--- config.mk ---
export PLATFORM = sky130hd
export DESIGN_NAME = ql_step_scheduler_flat
export DESIGN_NICKNAME = d
export VERILOG_FILES = /design/src/rtl/ql_pkg.sv /design/src/rtl/ql_step_scheduler_if.sv /design/src/rtl/ql_ack_timer.sv /design/src/rtl/ql_step_scheduler.sv /design/src/flat_wrapper.sv
export SDC_FILE = /design/constraint.sdc
export NUM_CORES = 1
export LEC_CHECK = 0
export CORE_MARGIN = 3
export CORE_UTILIZATION = 39
export DETAILED_ROUTE_END_ITERATION = 6
export HOLD_SLACK_MARGIN = 0.05
export PLACE_DENSITY = 0.76
export SKIP_CTS_REPAIR_TIMING = 1
export SYNTH_ARGS = -nofsm -noshare
export SYNTH_HDL_FRONTEND = slang
export SYNTH_SLANG_ARGS = --single-unit
export TNS_END_PERCENT = 30
--- constraint.sdc ---
create_clock -name clk -period 1.7 [get_ports clk]
set_input_delay 0.34 -clock clk [delete_from_list [all_inputs] [get_ports clk]]
set_output_delay 0.34 -clock clk [all_outputs]
set_load 0.02 [all_outputs]
--- src/rtl/ql_pkg.sv ---
// Shared constants and scheduler state encoding for the Q-learning traffic blocks.
package ql_pkg;

    localparam int ACTION_W = 2;
    localparam int LANES    = 4;
    localparam int LEVEL_W  = 3;
    localparam int STATE_W  = LANES * LEVEL_W;

    typedef enum logic [2:0] {
        ST_IDLE,
        ST_EP_INIT,
        ST_REQ_A,
        ST_REQ_B,
        ST_STEP,
        ST_SETTLE,
        ST_EP_END,
        ST_DONE
    } sched_state_e;

    function automatic logic is_req_state(input sched_state_e s);
        return (s == ST_REQ_A) || (s == ST_REQ_B);
    endfunction

    function automatic logic is_rest_state(input sched_state_e s);
        return (s == ST_IDLE) || (s == ST_DONE);
    endfunction

endpackage

--- src/rtl/ql_step_scheduler_if.sv ---
// Control, agent-handshake and environment signals of the step scheduler.
interface ql_step_scheduler_if #(
    parameter int STEP_W = 8,
    parameter int EP_W   = 8
);
    import ql_pkg::*;

    logic                start;
    logic                abort;
    logic [STATE_W-1:0]  S_A;
    logic [STATE_W-1:0]  S_B;
    logic                agent_ack;
    logic [ACTION_W-1:0] agent_action;

    logic                agent_req;
    logic                agent_sel;
    logic [STATE_W-1:0]  agent_state;
    logic [ACTION_W-1:0] A_A;
    logic [ACTION_W-1:0] A_B;
    logic                env_step;
    logic                env_rst;
    logic                ep_done;
    logic [STEP_W-1:0]   step_cnt;
    logic [EP_W-1:0]     ep_cnt;
    logic                busy;
    logic                done;
    logic                timeout_err;

    modport master (
        output start, abort, S_A, S_B, agent_ack, agent_action,
        input  agent_req, agent_sel, agent_state, A_A, A_B, env_step, env_rst,
               ep_done, step_cnt, ep_cnt, busy, done, timeout_err
    );

    modport slave (
        input  start, abort, S_A, S_B, agent_ack, agent_action,
        output agent_req, agent_sel, agent_state, A_A, A_B, env_step, env_rst,
               ep_done, step_cnt, ep_cnt, busy, done, timeout_err
    );

endinterface

--- src/rtl/ql_ack_timer.sv ---
// Wait counter for an agent handshake: restarts at 1 on entry, flags once LIMIT cycles elapsed.
module ql_ack_timer #(
    parameter int LIMIT = 255
) (
    input  logic clk,
    input  logic rst,
    input  logic i_start,
    input  logic i_en,
    output logic o_expired
);

    localparam int               CNT_W   = $clog2(LIMIT + 1);
    localparam logic [CNT_W-1:0] LIMIT_V = CNT_W'(LIMIT);

    logic [CNT_W-1:0] r_count;
    logic             w_expired;

    // The count equals the 1-based cycle index inside the wait, so the flag rises on the LIMIT-th cycle.
    assign w_expired = (r_count >= LIMIT_V);
    assign o_expired = w_expired;

    // NOTE: sequential state uses non-blocking assignments so every register samples pre-edge values.
    always_ff @(posedge clk) begin
        if (rst) begin
            r_count <= '0;
        end else if (i_start) begin
            r_count <= CNT_W'(1);
        end else if (i_en && !w_expired) begin
            r_count <= r_count + CNT_W'(1);
        end
    end

endmodule

--- src/rtl/ql_step_scheduler.sv ---
// Episode sequencer sharing one Q-agent between intersections A and B:
// requests A then B actions, pulses the environment step and tracks step/episode counts.
module ql_step_scheduler
    import ql_pkg::*;
#(
    parameter int MAX_STEPS    = 64,
    parameter int MAX_EPISODES = 16,
    parameter int STEP_W       = 8,
    parameter int EP_W         = 8,
    parameter int TIMEOUT      = 255
) (
    input  logic               clk,
    input  logic               rst,
    ql_step_scheduler_if.slave bus
);

    localparam logic [STEP_W-1:0] LAST_STEP = STEP_W'(MAX_STEPS - 1);
    localparam logic [EP_W-1:0]   LAST_EP   = EP_W'(MAX_EPISODES - 1);

    sched_state_e        r_state;
    logic [STEP_W-1:0]   r_step_cnt;
    logic [EP_W-1:0]     r_ep_cnt;
    logic [ACTION_W-1:0] r_a_a;
    logic [ACTION_W-1:0] r_a_b;
    logic                r_timeout_err;

    sched_state_e w_next;
    logic         w_latch_a;
    logic         w_latch_b;
    logic         w_set_err;
    logic         w_clr_run;
    logic         w_clr_step;
    logic         w_inc_step;
    logic         w_inc_ep;
    logic         w_timer_start;
    logic         w_timer_en;
    logic         w_expired;

    ql_ack_timer #(
        .LIMIT (TIMEOUT)
    ) u_ack_timer (
        .clk       (clk),
        .rst       (rst),
        .i_start   (w_timer_start),
        .i_en      (w_timer_en),
        .o_expired (w_expired)
    );

    always_ff @(posedge clk) begin
        if (rst) begin
            r_state <= ST_IDLE;
        end else begin
            r_state <= w_next;
        end
    end

    // NOTE: every signal gets a default before the case so no path leaves one unassigned (no latch).
    always_comb begin
        w_next     = r_state;
        w_latch_a  = 1'b0;
        w_latch_b  = 1'b0;
        w_set_err  = 1'b0;
        w_clr_run  = 1'b0;
        w_clr_step = 1'b0;
        w_inc_step = 1'b0;
        w_inc_ep   = 1'b0;

        unique case (r_state)
            ST_IDLE, ST_DONE: begin
                if (bus.start) begin
                    w_clr_run = 1'b1;
                    w_next    = ST_EP_INIT;
                end
            end
            ST_EP_INIT: begin
                w_clr_step = 1'b1;
                w_next     = ST_REQ_A;
            end
            // An ack on the expiry cycle wins: the action is taken and no error is flagged.
            ST_REQ_A: begin
                if (bus.agent_ack) begin
                    w_latch_a = 1'b1;
                    w_next    = ST_REQ_B;
                end else if (w_expired) begin
                    w_set_err = 1'b1;
                    w_next    = ST_REQ_B;
                end
            end
            ST_REQ_B: begin
                if (bus.agent_ack) begin
                    w_latch_b = 1'b1;
                    w_next    = ST_STEP;
                end else if (w_expired) begin
                    w_set_err = 1'b1;
                    w_next    = ST_STEP;
                end
            end
            ST_STEP: begin
                w_next = ST_SETTLE;
            end
            ST_SETTLE: begin
                w_inc_step = 1'b1;
                w_next     = (r_step_cnt == LAST_STEP) ? ST_EP_END : ST_REQ_A;
            end
            ST_EP_END: begin
                w_inc_ep = 1'b1;
                w_next   = (r_ep_cnt == LAST_EP) ? ST_DONE : ST_EP_INIT;
            end
            default: begin
                w_next = ST_IDLE;
            end
        endcase

        // Abort freezes counters, actions and the error flag; only the state moves.
        if (bus.abort) begin
            w_next     = ST_IDLE;
            w_latch_a  = 1'b0;
            w_latch_b  = 1'b0;
            w_set_err  = 1'b0;
            w_clr_run  = 1'b0;
            w_clr_step = 1'b0;
            w_inc_step = 1'b0;
            w_inc_ep   = 1'b0;
        end

        w_timer_start = is_req_state(w_next) && (w_next != r_state);
        w_timer_en    = is_req_state(r_state);
    end

    always_ff @(posedge clk) begin
        if (rst) begin
            r_step_cnt    <= '0;
            r_ep_cnt      <= '0;
            r_a_a         <= '0;
            r_a_b         <= '0;
            r_timeout_err <= 1'b0;
        end else begin
            if (w_clr_run) begin
                r_step_cnt    <= '0;
                r_ep_cnt      <= '0;
                r_timeout_err <= 1'b0;
            end else begin
                if (w_clr_step) begin
                    r_step_cnt <= '0;
                end else if (w_inc_step && (r_step_cnt != '1)) begin
                    r_step_cnt <= r_step_cnt + STEP_W'(1);
                end
                if (w_inc_ep && (r_ep_cnt != '1)) begin
                    r_ep_cnt <= r_ep_cnt + EP_W'(1);
                end
                if (w_set_err) begin
                    r_timeout_err <= 1'b1;
                end
            end
            if (w_latch_a) begin
                r_a_a <= bus.agent_action;
            end
            if (w_latch_b) begin
                r_a_b <= bus.agent_action;
            end
        end
    end

    // Outputs decode the registered state, so each pulse lasts exactly one state-cycle.
    assign bus.agent_req   = is_req_state(r_state);
    assign bus.agent_sel   = (r_state == ST_REQ_B);
    assign bus.agent_state = (r_state == ST_REQ_A) ? bus.S_A :
                             (r_state == ST_REQ_B) ? bus.S_B : '0;
    assign bus.A_A         = r_a_a;
    assign bus.A_B         = r_a_b;
    assign bus.env_step    = (r_state == ST_STEP);
    assign bus.env_rst     = (r_state == ST_EP_INIT);
    assign bus.ep_done     = (r_state == ST_EP_END);
    assign bus.step_cnt    = r_step_cnt;
    assign bus.ep_cnt      = r_ep_cnt;
    assign bus.busy        = !is_rest_state(r_state);
    assign bus.done        = (r_state == ST_DONE);
    assign bus.timeout_err = r_timeout_err;

endmodule
--- src/flat_wrapper.sv ---
// flat-port wrapper written by rule: the top's interface ports become plain ports
module ql_step_scheduler_flat import ql_pkg::*;
#(
    parameter int MAX_STEPS    = 64,
    parameter int MAX_EPISODES = 16,
    parameter int STEP_W       = 8,
    parameter int EP_W         = 8,
    parameter int TIMEOUT      = 255
)
  (clk, rst, bus_start, bus_abort, bus_S_A, bus_S_B, bus_agent_ack, bus_agent_action, bus_agent_req, bus_agent_sel, bus_agent_state, bus_A_A, bus_A_B, bus_env_step, bus_env_rst, bus_ep_done, bus_step_cnt, bus_ep_cnt, bus_busy, bus_done, bus_timeout_err);
  ql_step_scheduler_if #(.STEP_W(STEP_W), .EP_W(EP_W)) bus_i ();
  input  logic clk;
  input  logic rst;
  input wire logic [$bits(bus_i.start)-1:0] bus_start;
  input wire logic [$bits(bus_i.abort)-1:0] bus_abort;
  input wire logic [$bits(bus_i.S_A)-1:0] bus_S_A;
  input wire logic [$bits(bus_i.S_B)-1:0] bus_S_B;
  input wire logic [$bits(bus_i.agent_ack)-1:0] bus_agent_ack;
  input wire logic [$bits(bus_i.agent_action)-1:0] bus_agent_action;
  output wire logic [$bits(bus_i.agent_req)-1:0] bus_agent_req;
  output wire logic [$bits(bus_i.agent_sel)-1:0] bus_agent_sel;
  output wire logic [$bits(bus_i.agent_state)-1:0] bus_agent_state;
  output wire logic [$bits(bus_i.A_A)-1:0] bus_A_A;
  output wire logic [$bits(bus_i.A_B)-1:0] bus_A_B;
  output wire logic [$bits(bus_i.env_step)-1:0] bus_env_step;
  output wire logic [$bits(bus_i.env_rst)-1:0] bus_env_rst;
  output wire logic [$bits(bus_i.ep_done)-1:0] bus_ep_done;
  output wire logic [$bits(bus_i.step_cnt)-1:0] bus_step_cnt;
  output wire logic [$bits(bus_i.ep_cnt)-1:0] bus_ep_cnt;
  output wire logic [$bits(bus_i.busy)-1:0] bus_busy;
  output wire logic [$bits(bus_i.done)-1:0] bus_done;
  output wire logic [$bits(bus_i.timeout_err)-1:0] bus_timeout_err;
  assign bus_i.start = bus_start;
  assign bus_i.abort = bus_abort;
  assign bus_i.S_A = bus_S_A;
  assign bus_i.S_B = bus_S_B;
  assign bus_i.agent_ack = bus_agent_ack;
  assign bus_i.agent_action = bus_agent_action;
  assign bus_agent_req = bus_i.agent_req;
  assign bus_agent_sel = bus_i.agent_sel;
  assign bus_agent_state = bus_i.agent_state;
  assign bus_A_A = bus_i.A_A;
  assign bus_A_B = bus_i.A_B;
  assign bus_env_step = bus_i.env_step;
  assign bus_env_rst = bus_i.env_rst;
  assign bus_ep_done = bus_i.ep_done;
  assign bus_step_cnt = bus_i.step_cnt;
  assign bus_ep_cnt = bus_i.ep_cnt;
  assign bus_busy = bus_i.busy;
  assign bus_done = bus_i.done;
  assign bus_timeout_err = bus_i.timeout_err;
  ql_step_scheduler #(.MAX_STEPS(MAX_STEPS), .MAX_EPISODES(MAX_EPISODES), .STEP_W(STEP_W), .EP_W(EP_W), .TIMEOUT(TIMEOUT)) u_core (.clk(clk), .rst(rst), .bus(bus_i));
endmodule
Word-level counts from Yosys, hierarchy flattened
Index checks and enable logic that the tools add are counted.
{ "word_totals": {"out_inout_bits": 40, "inputBits": 31, "n_memories": 0, "wordCells": 73, "ram_bits": 0, "romBits": 0, "reg_bits": 32, "latch_bits": 0} }
{ "classes": {"div": 0, "n_eq_ne": 14, "shift": 0, "reduce_logical": 16, "addsub": 3, "bitwise": 0, "muxes": 31, "magnitude_cmp": 1, "n_mul": 0} }
{ "ops": {"columns": ["cell", "count"], "rows": [
  ["$add A8 B1 Y8 const B", 3],
  ["$mux W12", 2],
  ["$mux W3", 8],
  ["$pmux W3 S7", 1],
  ["$mux W1", 20],
  ["$ne A8 B8 Y1 const B", 2],
  ["$eq A3 B2 Y1 const B", 4],
  ["$eq A3 B3 Y1 const B", 4],
  ["$eq A8 B4 Y1 const B", 1],
  ["$eq A8 B6 Y1 const B", 1],
  ["$ge A8 B8 Y1 const B", 1],
  ["$reduce_or A2 Y1", 4],
  ["$logic_and A1 B1 Y1", 4],
  ["$eq A3 B1 Y1 const B", 1],
  ["$logic_not A3 Y1", 1],
  ["$logic_or A1 B1 Y1", 3],
  ["$ne A3 B3 Y1", 1],
  ["$reduce_or A3 Y1", 1],
  ["$logic_not A1 Y1", 2],
  ["$reduce_bool A2 Y1", 1]
]} }

Logic depth before layout (Yosys ltp)
{ "logic_depth": {"depth_word": 9, "ltp_mapped": 6, "ltp_nobuf": 6} }

Modules after synthesis
A second synthesis with hierarchy kept.
{ "hier_totals": {"hier_cells": 241, "hier_area_um2": 2094.5} }
{ "modules_own_cells": {"columns": ["mod", "seq_area_each_um2", "cells_each", "area_per_inst_um2", "instances"], "rows": [
  ["ql_step_scheduler", 480.5, 188, 1619.1, 1],
  ["ql_ack_timer", 160.2, 53, 475.5, 1]
]} }

Worst setup path after synthesis
OpenSTA, ideal clock, no wires.
{ "synth_path": {"path_kind": "register to register", "startpoint": "register u_core.r_state[1]", "endpoint": "register u_core.r_step_cnt[6], in the netlist u_core.bus.step_cnt[6]", "required_ns": 1.557, "path_buffers": 1, "synth_period_minus_slack_ns": 1.912, "setup_ns": 0.143, "path_stages_with_launch": 7, "t_arrival_ns": 1.769, "slack_ns": -0.212, "path_cell_list": "dfxtp_1 -> and3_1 -> clkbuf_1 -> nor2_1 -> o21bai_1 -> a21o_1 -> a311oi_1"} }
{ "synth_between": {"elab_chain_len": 5, "elab_cells_between_ends": 13, "classes_between": "eq/ne: 3; mux: 6; reduce/logical: 4"} }
{ "synth_lines": {"columns": ["element", "line", "source"], "rows": [
  ["start, declared", "ql_step_scheduler.sv:20", "sched_state_e r_state;"],
  ["start signal, assigned", "ql_step_scheduler.sv:53", "r_state <= w_next;"],
  ["$eq A3 B3 Y1", null, null],
  ["net bus_done", "flat_wrapper.sv:31", "output wire logic [$bits(bus_i.done)-1:0] bus_done;"],
  ["$reduce_or A2 Y1", "ql_step_scheduler.sv:68", "unique case (r_state)"],
  ["$mux W1", "ql_step_scheduler.sv:68", null],
  ["$mux W1", "ql_step_scheduler.sv:115", "if (bus.abort) begin"],
  ["$reduce_or A3 Y1 (no source line)", null, null],
  ["end signal, assigned", "ql_step_scheduler.sv:146", "r_step_cnt <= r_step_cnt + STEP_W'(1);"],
  ["end, declared", "ql_step_scheduler.sv:21", "logic [STEP_W-1:0] r_step_cnt;"]
]} }
The timed path passes the listed nets, and every way through them passes these cells.
A chain may end at the register's enable or synchronous reset.

Worst setup path in the final report
{ "layout_path": {"startpoint": "register u_core.u_ack_timer.r_count[0]", "endpoint": "register u_core.u_ack_timer.r_count[7]"} }
{ "layout_between": {"elab_chain_len": 9, "elab_cells_between_ends": 16, "classes_between": "add/sub: 1; order compare: 1; eq/ne: 3; mux: 6; reduce/logical: 5"} }
{ "layout_lines": {"columns": ["element", "line", "source"], "rows": [
  ["start, declared", "ql_ack_timer.sv:15", "logic [CNT_W-1:0] r_count;"],
  ["start signal, assigned", "ql_ack_timer.sv:29", "r_count <= r_count + CNT_W'(1);"],
  ["$ge A8 B8 Y1", "ql_ack_timer.sv:19", "assign w_expired = (r_count >= LIMIT_V);"],
  ["$mux W3 (on tied branches)", "ql_step_scheduler.sv:93, ql_step_scheduler.sv:84", null],
  ["$mux W3 (on tied branches)", "ql_step_scheduler.sv:90, ql_step_scheduler.sv:81", null],
  ["$pmux W3 S7", "ql_step_scheduler.sv:68", null],
  ["$mux W3", "ql_step_scheduler.sv:115", null],
  ["$eq A3 B2 Y1", "ql_pkg.sv:21", "return (s == ST_REQ_A) || (s == ST_REQ_B);"],
  ["$logic_or A1 B1 Y1", "ql_pkg.sv:21", null],
  ["$logic_and A1 B1 Y1", "ql_step_scheduler.sv:126", "w_timer_start = is_req_state(w_next) && (w_next != r_state);"],
  ["$reduce_or A2 Y1 (no source line)", null, null]
]} }
Several ways; a longest one is shown, not always the timed one.

==> flow_metrics.py <==
metrics = {
    "cells_and_area": {
        "post-route-util_pct": 73.3,
        "area_growth_pct": 73.2,
        "nFillCells": 318,
        "antennaDiodeCount": 0,
        "layout.nets": 371,
        "instances_no_fill": 388,
        "drive_above_1_share_pct": 29.0,
    },
    "floorplan": {
        "die-height_um": 73.5,
        "boundaryPins": 71,
        "dieArea_um2": 5410,
        "initial_utilization_pct": 42.3,
        "die_w_um": 73.5,
        "core_area_um2": 4200,
        "num_rows": 23,
    },
    "yosys": {
        "synth_ff_type": "dfxtp_1",
        "synthCells": 214,
        "synth_nets": 248,
        "synth_area_leaders": "dfxtp_1, mux2i_1, nor2_1",
        "synth_edf_count": 0,
        "yosysWarnings": 0,
        "synthArstFlopShare_pct": 0,
        "ys_seq_area_share_pct": 36.0,
        "synth.distinct_cells": 41,
        "synth-seq-cells": 32,
        "yosysTopAreaCell": "dfxtp_1",
        "netlist_area_um2": 1780,
        "synth_top_area_share_pct": 36.0,
        "avgSynthCellArea_um2": 8.31,
    },
    "timing": {
        "min_period_ns": 1.86,
        "whs_ns": 0.495,
        "setup_viol": 7,
        "max_freq_mhz": 536,
        "worst_pin_slew_ns": 0.369,
        "max_slew_margin_pct": 75.2,
        "hold_viol": 0,
        "final.setup_skew_ns": 0.00933,
        "rsz0062_at_grt": "true",
        "drv_slew": 0,
        "post-route-period-util_pct": 110,
        "tns_ns": -1.02,
        "setup_ws_ns": -0.165,
    },
    "clock_network": {
        "cts_tree": "yes",
        "cts_sinks": 32,
        "clock_path_buffers": 2,
        "insertion_delay_ns": 0.29,
        "htreeDepth": 2,
        "cts-root-buf": "clkbuf_8",
        "cts_made_buffers": 5,
        "path_clk_slew_ns": 0.07,
    },
    "min_path": {
        "hold_class": "register to register",
    },
    "power_and_ir_drop": {
        "clock_power_share_pct": 37.1,
        "pwr-share-seq_pct": 46.2,
        "intPower_uw": 1230,
        "p_per_area_nw_per_um2": 535,
        "switching_share_pct": 25.3,
        "leakagePower_uw": 0.00155,
        "ir_worst_vdd_mv": 0.481,
        "switching_power_uw": 417,
        "p_comb_share_pct": 16.7,
    },
    "flow_run": {
        "drv_cap": 0,
    },
    "global_routing": {
        "grt_pass1_vias": 1811,
        "grt_antenna_before_repair": 0,
        "grt_max_degree": 15,
        "grt_pass1_wl_mm": 7.99,
        "overflow": 0,
        "grt_usage_pct": 18.9,
    },
    "routing": {
        "vias": 1959,
        "first_pass_iters": 4,
        "drt-initial-drc-count": 93,
        "viasPerCell": 5.05,
        "wirelength_mm": 5.30,
        "ant_nets": 0,
        "route.detailed.drc": 0,
        "wl_per_cell_um": 13.7,
    },
    "critical_path": {
        "arrival_ns": 2.05,
        "critPathCaptureType": "register",
        "cp.required_ns": 1.89,
        "cp-start-kind": "register",
        "critPathKind": "register to register",
        "path_max_fanout": 7,
    },
    "placement": {
        "dp_hpwl_mm": 3.93,
        "placed_cells": 380,
        "gp_congestion": 0.930,
        "port_buffers": 70,
    },
    "outcome": {
        "violations": "negative setup slack",
        "outcome": "complete, but fails checks",
    },
}
-- state kept, by name, indices dropped and copies added (netlist names) --
| register | count |
|---|---|
| u_core.bus.ep_cnt | 8 |
| u_core.bus.timeout_err | 1 |
| u_core.u_ack_timer.r_count | 8 |
| u_core.bus.step_cnt | 8 |
| u_core.bus.A_B | 2 |
| u_core.r_state | 3 |
| u_core.bus.A_A | 2 |
-- layer usage --
metal	vias up	track usage (%)	share of wire, %
met5	-	0	0
met3	6	6.29	9.5
met2	70	30.2	46
li1	1003	-	-
met4	0	6.64	1.2
met1	880	23.7	44
-- through the flow --
step	power [µW]	area, µm²	setup WS [ns]
after detailed placement	1050	2950	-0.400
after global placement	1050	2950	-0.341
final	1650	3080	-0.165
after global routing	1720	3080	-0.283
after CTS	1660	3040	-0.441
after floorplan	891	1810	-0.0670
-- final cells by class --
cell class | count | area (µm²) | share of cell area, %
multi-input combinational | 164 | 1140 | 36.9
tap | 50 | 62.6 | 2.03
sequential | 32 | 652 | 21.2
timing repair buffer | 125 | 1100 | 35.8
inverter | 9 | 33.8 | 1.10
clock inverter | 2 | 10.0 | 0.325
clock buffer | 6 | 82.6 | 2.68
-- worst paths after layout --
| kind | from | end | slack [ns] | cells past startpoint |
|---|---|---|---|---|
| setup reg to reg | u_core.u_ack_timer.r_count[0]$_SDFFE_PP0P_ | u_core.u_ack_timer.r_count[7]$_SDFFE_PP0P_ | -0.16 | 7 |
| hold / removal | u_core.bus.timeout_err$_SDFFE_PP0P_ | u_core.bus.timeout_err$_SDFFE_PP0P_ | 0.49 | 2 |
| setup / recovery | u_core.u_ack_timer.r_count[0]$_SDFFE_PP0P_ | u_core.u_ack_timer.r_count[7]$_SDFFE_PP0P_ | -0.16 | 7 |
| hold reg to reg | u_core.bus.timeout_err$_SDFFE_PP0P_ | u_core.bus.timeout_err$_SDFFE_PP0P_ | 0.49 | 2 |
-- cells by family (layout without fill, tap and decap cells) --
group | count (synthesis) | in the layout | synth area share (%)
simple gates | 100 | 100 | 27.8
flops | 32 | 32 | 36.0
compound gates | 26 | 26 | 11.6
xor+xnor | 18 | 18 | 8.86
buf+inv | 18 | 142 | 4.01
mux | 17 | 17 | 9.56
fa+ha+maj | 3 | 3 | 2.11
-- worst max-delay path: stages, from the launching register on --
cell      delay [ns]
dfxtp_1         0.32
ha_1            0.23
and3_4          0.19
a21o_1          0.22
a221oi_4        0.29
nor4b_4         0.08
buf_4           0.16
nor4b_1         0.26
-- cell usage after synthesis, drive strengths merged, types with 5 or more instances --
cell    instances
nand3           8
nand2          12
and3            5
clkbuf          5
a21oi           5
nor3           13
inv             9
xnor2           9
mux2i          17
xor2            9
nor2           44
dfxtp          32
-- cell usage in the layout, fill, tap and decap left out, types with 12 or more instances in the layout --
cell type / count
dfxtp_1: 25
dlymetal6s2s_1: 18
mux2i_1: 17
buf_4: 56
nor3_1: 12
nor2_1: 43
nand2_1: 12
clkdlybuf4s50_1: 39
-- power by group through the flow --
stage	sequential (µW)	combinational (µW)	clock, µW
global placement	779	268	0
finish	762	276	612
global route	762	297	657
CTS	762	273	624
floorplan	777	113	0
detailed placement	779	270	0
Note: power is estimated with default switching activity, not from simulation.
